<file path="config.mk">
export PLATFORM = sky130hd
export DESIGN_NAME = id_ex_stage
export DESIGN_NICKNAME = d
export VERILOG_FILES = /design/src/rtl/mips_pkg.sv /design/src/rtl/hazard_detect.sv /design/src/rtl/id_ex_stage.sv
export SDC_FILE = /design/constraint.sdc
export NUM_CORES = 1
export LEC_CHECK = 0
export BUFFER_PORTS_ARGS = -buffer_cell sky130_fd_sc_hd__buf_2
export CORE_AREA = 8 8 118 120
export DETAILED_ROUTE_END_ITERATION = 10
export DIE_AREA = 0 0 126 128
export HOLD_SLACK_MARGIN = 0.15
export PLACE_DENSITY = 0.75
export SETUP_SLACK_MARGIN = 0.02
export SLEW_MARGIN = 20
export SYNTH_ARGS = -nofsm -noshare
export SYNTH_HDL_FRONTEND = slang
export SYNTH_SLANG_ARGS = --single-unit
</file>
<file path="constraint.sdc">
create_clock -name clk -period 4.4 [get_ports clk]
set_input_delay 0.66 -clock clk [delete_from_list [all_inputs] [get_ports clk]]
set_output_delay 0.66 -clock clk [all_outputs]
set_load 0.005 [all_outputs]
</file>
<file path="src/rtl/mips_pkg.sv">
// Shared MIPS pipeline definitions: control-bit layout
// and the opcode/funct encodings used by decode.
package mips_pkg;

  localparam int CTRL_W        = 9;
  localparam int CTRL_REGWRITE = 8;
  localparam int CTRL_MEMREAD  = 7;
  localparam int CTRL_MEMWRITE = 6;
  localparam int CTRL_MEMTOREG = 5;
  localparam int CTRL_ALUSRC   = 4;
  localparam int CTRL_REGDST   = 3;
  localparam int CTRL_BRANCH   = 2;
  localparam int CTRL_ALUOP_HI = 1;
  localparam int CTRL_ALUOP_LO = 0;

  localparam logic [5:0] OP_RTYPE = 6'h00;
  localparam logic [5:0] OP_LW    = 6'h23;
  localparam logic [5:0] OP_SW    = 6'h2b;
  localparam logic [5:0] OP_BEQ   = 6'h04;
  localparam logic [5:0] OP_ADDI  = 6'h08;

  localparam logic [5:0] FN_ADD = 6'h20;
  localparam logic [5:0] FN_SUB = 6'h22;
  localparam logic [5:0] FN_AND = 6'h24;
  localparam logic [5:0] FN_OR  = 6'h25;
  localparam logic [5:0] FN_SLT = 6'h2a;

  function automatic logic is_load(
    input logic [CTRL_W-1:0] c
  );
    return c[CTRL_MEMREAD];
  endfunction

endpackage

</file>
<file path="src/rtl/hazard_detect.sv">
// Load-use comparator: EX holds a load whose rt is a
// source of the instruction currently in ID.
module hazard_detect #(
  parameter int REG_AW = 5
) (
  input  logic              ex_valid,
  input  logic              ex_memread,
  input  logic [REG_AW-1:0] ex_rt,
  input  logic              id_valid,
  input  logic [REG_AW-1:0] id_rs,
  input  logic [REG_AW-1:0] id_rt,
  output logic              stall
);

  // r0 is a real register here, so no zero-address exclusion
  assign stall = ex_valid & ex_memread & id_valid &
                 ((ex_rt == id_rs) | (ex_rt == id_rt));

endmodule

</file>
<file path="src/rtl/id_ex_stage.sv">
// ID/EX pipeline register with WB bypass, load-use
// stall and branch flush.
module id_ex_stage
  import mips_pkg::*;
#(
  parameter int DATA_W = 32,
  parameter int REG_AW = 5
) (
  input  logic              clk,
  input  logic              rst,
  input  logic              id_valid,
  input  logic [DATA_W-1:0] id_rd1,
  input  logic [DATA_W-1:0] id_rd2,
  input  logic [REG_AW-1:0] id_rs,
  input  logic [REG_AW-1:0] id_rt,
  input  logic [REG_AW-1:0] id_rd,
  input  logic [DATA_W-1:0] id_imm,
  input  logic [CTRL_W-1:0] id_ctrl,
  input  logic              flush,
  input  logic              wb_regwrite,
  input  logic [REG_AW-1:0] wb_wa,
  input  logic [DATA_W-1:0] wb_wd,
  output logic              stall,
  output logic              ex_valid,
  output logic [DATA_W-1:0] ex_a,
  output logic [DATA_W-1:0] ex_b,
  output logic [DATA_W-1:0] ex_imm,
  output logic [REG_AW-1:0] ex_rs,
  output logic [REG_AW-1:0] ex_rt,
  output logic [REG_AW-1:0] ex_rd,
  output logic [CTRL_W-1:0] ex_ctrl
);

  logic              valid_q, valid_d;
  logic [DATA_W-1:0] a_q, a_d, b_q, b_d;
  logic [DATA_W-1:0] imm_q, imm_d;
  logic [REG_AW-1:0] rs_q, rs_d, rt_q, rt_d;
  logic [REG_AW-1:0] rd_q, rd_d;
  logic [CTRL_W-1:0] ctrl_q, ctrl_d;
  logic [DATA_W-1:0] a_in, b_in;

  hazard_detect #(.REG_AW(REG_AW)) u_hazard (
    .ex_valid   (valid_q),
    .ex_memread (is_load(ctrl_q)),
    .ex_rt      (rt_q),
    .id_valid   (id_valid),
    .id_rs      (id_rs),
    .id_rt      (id_rt),
    .stall      (stall)
  );

  // regfile writes at the edge; ID sees the stale value
  assign a_in = (wb_regwrite && wb_wa == id_rs)
                ? wb_wd : id_rd1;
  assign b_in = (wb_regwrite && wb_wa == id_rt)
                ? wb_wd : id_rd2;

  always_comb begin
    valid_d = 1'b0;
    a_d     = '0;
    b_d     = '0;
    imm_d   = '0;
    rs_d    = '0;
    rt_d    = '0;
    rd_d    = '0;
    ctrl_d  = '0;
    if (!flush && !stall && id_valid) begin
      valid_d = 1'b1;
      a_d     = a_in;
      b_d     = b_in;
      imm_d   = id_imm;
      rs_d    = id_rs;
      rt_d    = id_rt;
      rd_d    = id_rd;
      ctrl_d  = id_ctrl;
    end
  end

  always_ff @(posedge clk or posedge rst) begin
    if (rst) begin
      valid_q <= 1'b0;
      a_q     <= '0;
      b_q     <= '0;
      imm_q   <= '0;
      rs_q    <= '0;
      rt_q    <= '0;
      rd_q    <= '0;
      ctrl_q  <= '0;
    end else begin
      valid_q <= valid_d;
      a_q     <= a_d;
      b_q     <= b_d;
      imm_q   <= imm_d;
      rs_q    <= rs_d;
      rt_q    <= rt_d;
      rd_q    <= rd_d;
      ctrl_q  <= ctrl_d;
    end
  end

  assign ex_valid = valid_q;
  assign ex_a     = a_q;
  assign ex_b     = b_q;
  assign ex_imm   = imm_q;
  assign ex_rs    = rs_q;
  assign ex_rt    = rt_q;
  assign ex_rd    = rd_q;
  assign ex_ctrl  = ctrl_q;

endmodule
</file>
; After elaboration in Yosys (flattened, before gate mapping)
; Cells that the tools add are included.
[totals]
ramBits = 0
inputBits = 162
rom_bits = 0
regBits = 121
latchBits = 0
memories = 0
output_inout_bits = 122
[classes]
add_sub_neg = 0
mul = 0
div = 0
bitwise = 4
shifts = 0
n_eq_ne = 4
magnitude_cmp = 0
reduce_logical = 6
mux = 10
[op_table]
columns = op, count
row1 = two-way mux 32 bit, 5
row2 = == test 5 bit, 4
row3 = two-way mux 5 bit, 3
row4 = two-way mux 9 bit, 1
row5 = logical AND 1 bit, 4
row6 = AND 1 bit, 3
row7 = logical NOT 1 bit, 2
row8 = two-way mux 1 bit, 1
row9 = OR 1 bit, 1

; Depth between registers and ports, before layout
[depth]
ltp_word = 7
depth_mapped = 6
mapped_depth_nobuf = 4

; Cells and area by module
; From an unflattened synthesis, not the netlist that was laid out.
[hier_totals]
hier_cells = 391
hier_area_um2 = 4782.1
[by_module_without_submodules]
columns = module, n_inst, cells_per_inst, area_each_um2
row1 = id_ex_stage, 1, 376, 4663.2
row2 = hazard_detect, 1, 15, 118.9

; Worst setup path before layout
; Ideal clock, no wire load.
[synth_path]
kind = input -> output
from = input id_rs[1]
to = output stall
n_path_buf = 2
arrival_ns = 1.463
cell_stages = 5
slack_ns = 2.277
t_required_ns = 3.740
path_cell_list = xnor2_1 -> nand4_1 -> o22ai_2 -> buf_6 -> buf_2
[synth_between]
elab_chain_cells = 3
[synth_lines]
columns = item, line_no
row1 = start: declaration, id_ex_stage.sv:14  ; input logic [REG_AW-1:0] id_rs,
row2 = == test 5 bit, hazard_detect.sv:17  ; ((ex_rt == id_rs) | (ex_rt == id_rt));
row3 = OR 1 bit, hazard_detect.sv:17
row4 = AND 1 bit, hazard_detect.sv:16  ; assign stall = ex_valid & ex_memread & id_valid &
row5 = end: declaration, id_ex_stage.sv:23  ; output logic stall,
; No other way between the ends.

; Worst setup path in the final report
[layout_path]
from = register rt_q[4] (netlist: ex_rt[4])
to = output stall
[layout_between]
elab_chain_cells = 3
[layout_lines]
columns = item, line_no
row1 = start: declaration, id_ex_stage.sv:37  ; logic [REG_AW-1:0] rs_q, rs_d, rt_q, rt_d;
row2 = start signal: assignment, id_ex_stage.sv:95  ; rt_q <= rt_d;
row3 = == test 5 bit, hazard_detect.sv:17
row4 = OR 1 bit *, hazard_detect.sv:17
row5 = AND 1 bit *, hazard_detect.sv:16
; Mark *: on every way between the ends. The rest lies on a longest branch, timed or not.

==> flow_metrics.env <==
export IMPL_hold_slack_ns=0.386
export IMPL_fin_crit_sh_pct=52.4
export IMPL_clkSinkCount=121
export IMPL_met2_length_um=8550
export IMPL_top_layer_used="met4"
export IMPL_fin_nets=935
export IMPL_cp_slowest_cell="dfrtp_1"
export IMPL_drtPass1Iterations=5
export IMPL_status="complete, no violations"
export IMPL_cap_violations=0
export IMPL_dpl_cell_area_um2=6740
export IMPL_syn_inst=516
export IMPL_synth_edf_count=0
export IMPL_slew_headroom_pct=25.6
export IMPL_powerDensity_nw_per_um2=407
export IMPL_dr_first_iter_drc_count=564
export IMPL_synth_warnings=0
export IMPL_globalplace_congestion=0.795
export IMPL_place_ws_ns=1.40
export IMPL_synth_common_cells="dfrtp_1, nand3_1, o21ai_0, inv_1, nor3_1"
export IMPL_die_w_um=126
export IMPL_maxSlewViolCount=0
export IMPL_max_stage_delay_ns=0.44
export IMPL_r2r_slack_ns=2.39
export IMPL_grt_pass1_wl_um=28800
export IMPL_htreeDepth=4
export IMPL_worst_setup_path_end_kind="output port"
export IMPL_dp_hpwl_um=13100
export IMPL_core_area_um2=12200
export IMPL_cts_buffers=17
export IMPL_areaGrowthSynthToFinish_pct=38.7
export IMPL_via_per_inst=5.43
export IMPL_tightest_slew_ns=1.12
export IMPL_die_h_um=128
export IMPL_cts_root_buf="clkbuf_16"
export IMPL_path_max_fanout=3
export IMPL_clk_pin_slew_worst_paths_ns=0.06
export IMPL_setup_violations=0
export IMPL_yosys_top_cells_area="dfrtp_1, nand3_1, o21ai_0"
export IMPL_synth_nets=678
export IMPL_synth_top_cell_area_share_pct=56.7
export IMPL_crit_arrival_ns=1.64
export IMPL_synth_most_common_cell="dfrtp_1"
export IMPL_fin_ws_ns=2.10
export IMPL_wl_met3_um=2570
export IMPL_diodes=0
export IMPL_synth_largest_area_cell="dfrtp_1"
export IMPL_drc_errors=0
export IMPL_design_area_um2=7400
export IMPL_p_leak_uw=0.00390
export IMPL_netlist_area_um2=5340
export IMPL_port_buffers=283
export IMPL_grt_usage_pct=22.7
export IMPL_crit_type="flop to output port"
export IMPL_first_global_vias=5508
export IMPL_yosys_cell_types_count=20
export IMPL_vdd_ir_drop_max_mv=0.270
export IMPL_min_period_ns=2.30
export IMPL_async_flop_share_pct=100
export IMPL_hold_viol=0
export IMPL_ys_ff_latch=121
export IMPL_drive_gt1_share_pct=44.5
export IMPL_fin_total_pwr_uw=3010
export IMPL_ctsLongestPathBuffers=2
export IMPL_num_io_pins=284
export IMPL_ctsResizeCount=0
export IMPL_cts_tree="built"
export IMPL_path_cells="xnor2_1 -> nand4_1 -> o22ai_4 -> buf_2"
export IMPL_dieArea_um2=16100
export IMPL_min_path_type="input pin to asynchronous set/reset pin"
export IMPL_routed_wl_um=18500
export IMPL_clock_latency_ns=0.41
export IMPL_cp_data_required_time_ns=3.74
export IMPL_initial_core_util_pct=43.7
export IMPL_synth_main_ff_cell="dfrtp_1"
export IMPL_syn_avg_cell_area_um2=10.3
export IMPL_via_count=5078
export IMPL_fillCellCount=1011
export IMPL_setup_tns_ns=0
export IMPL_grt_max_degree=122
export IMPL_wire_per_inst_um=19.7
export IMPL_std_cell_rows=41
export IMPL_final_antenna_net_count=0
export IMPL_cts_setup_buffers=0
export IMPL_antenna_found_initial=0
export IMPL_skew_ns=0.00603
export IMPL_max_freq_mhz=434
export IMPL_ctsHoldBuffers=0
export IMPL_m1WireLength_um=6850
export IMPL_seq_area_frac_synth_pct=56.7
export IMPL_start_kind="flop"
export IMPL_grt_overflow=0
export IMPL_rsz0062_at_grt="no"
-- critical path: cells and delay by family (launching register included) --
family                 cells  cell delay, ns
buffers and inverters      1            0.16
XOR/XNOR                   1            0.21
AO/OA/AOI/OAI              1            0.25
AND/OR/NAND/NOR            1            0.18
flip-flops                 1            0.44
-- power by group --
part	switching (uW)	leakage, uW	internal, uW	total (uW)
logic	193	0.00197	132	325
clock network	493	0.000303	1020	1510
registers	14.5	0.00163	1160	1170
-- layer usage --
layer,up-vias,global-route usage (%)
met3,42,11.3
li1,2305,-
met4,0,12.0
met1,2395,24.7
met5,-,0
met2,336,36.0
-- sequential cells by signal, summed over array words and instances (netlist names) --
register	count
ex_a	32
ex_b	32
ex_ctrl	9
ex_imm	32
ex_rd	5
ex_rs	5
ex_rt	5
ex_valid	1
-- metrics by stage --
stage                     util, %  std cells
after CTS                    60.5        935
final                        60.6        936
after detailed placement     55.2        903
after global routing         60.6        936
after floorplan                 -        516
after global placement       55.2        903
-- layout by cell type, fill, tap and decap left out --
master      count
nand3_1        64
clkinvlp_4      3
nand2_1         2
buf_8           1
inv_4           1
nand2b_4        1
a211oi_2       24
and2_1          1
clkbuf_1        3
nor2_1          1
and2_2          1
and4_1          2
inv_1          56
bufinv_16       5
clkinv_4        2
clkinv_2        1
buf_2         283
buf_12          1
clkbuf_16      17
nor3_1         56
buf_4           8
o22ai_4         1
a211oi_1       40
dfrtp_1       121
xnor2_1        20
nand4_1         6
clkbuf_8        1
o21ai_0        64
-- cell families (layout without fill, tap and decap cells) --
logic type | Yosys count | count (layout) | synth area share [%]
AND/OR/NAND/NOR | 134 | 134 | 12.8
AO/OA/AOI/OAI | 129 | 129 | 17.5
flip-flops | 121 | 121 | 56.7
buffers and inverters | 112 | 382 | 9.64
XOR/XNOR | 20 | 20 | 3.28
-- final timing paths --
check,to,startpoint,depth (start not counted)
worst min register to register,ex_valid,ex_ctrl[7],4
worst min-delay path,ex_imm[18],rst,2
worst max-delay path,stall,ex_rt[4],4
min in group clk,ex_ctrl[2],id_ctrl[2],3
worst max register to register,ex_b[30],ex_rt[4],5
max in group asynchronous,ex_imm[24],rst,3
-- layout make-up --
type | instances | area, um^2 | share of cell area [%]
clock inverter | 11 | 195 | 2.64
sequential | 121 | 3030 | 40.9
tap | 150 | 188 | 2.54
inverter | 57 | 216 | 2.93
multi-input combinational | 283 | 1810 | 24.5
timing repair buffer | 293 | 1510 | 20.4
clock buffer | 21 | 450 | 6.09
(Power assumes the default switching activity.)
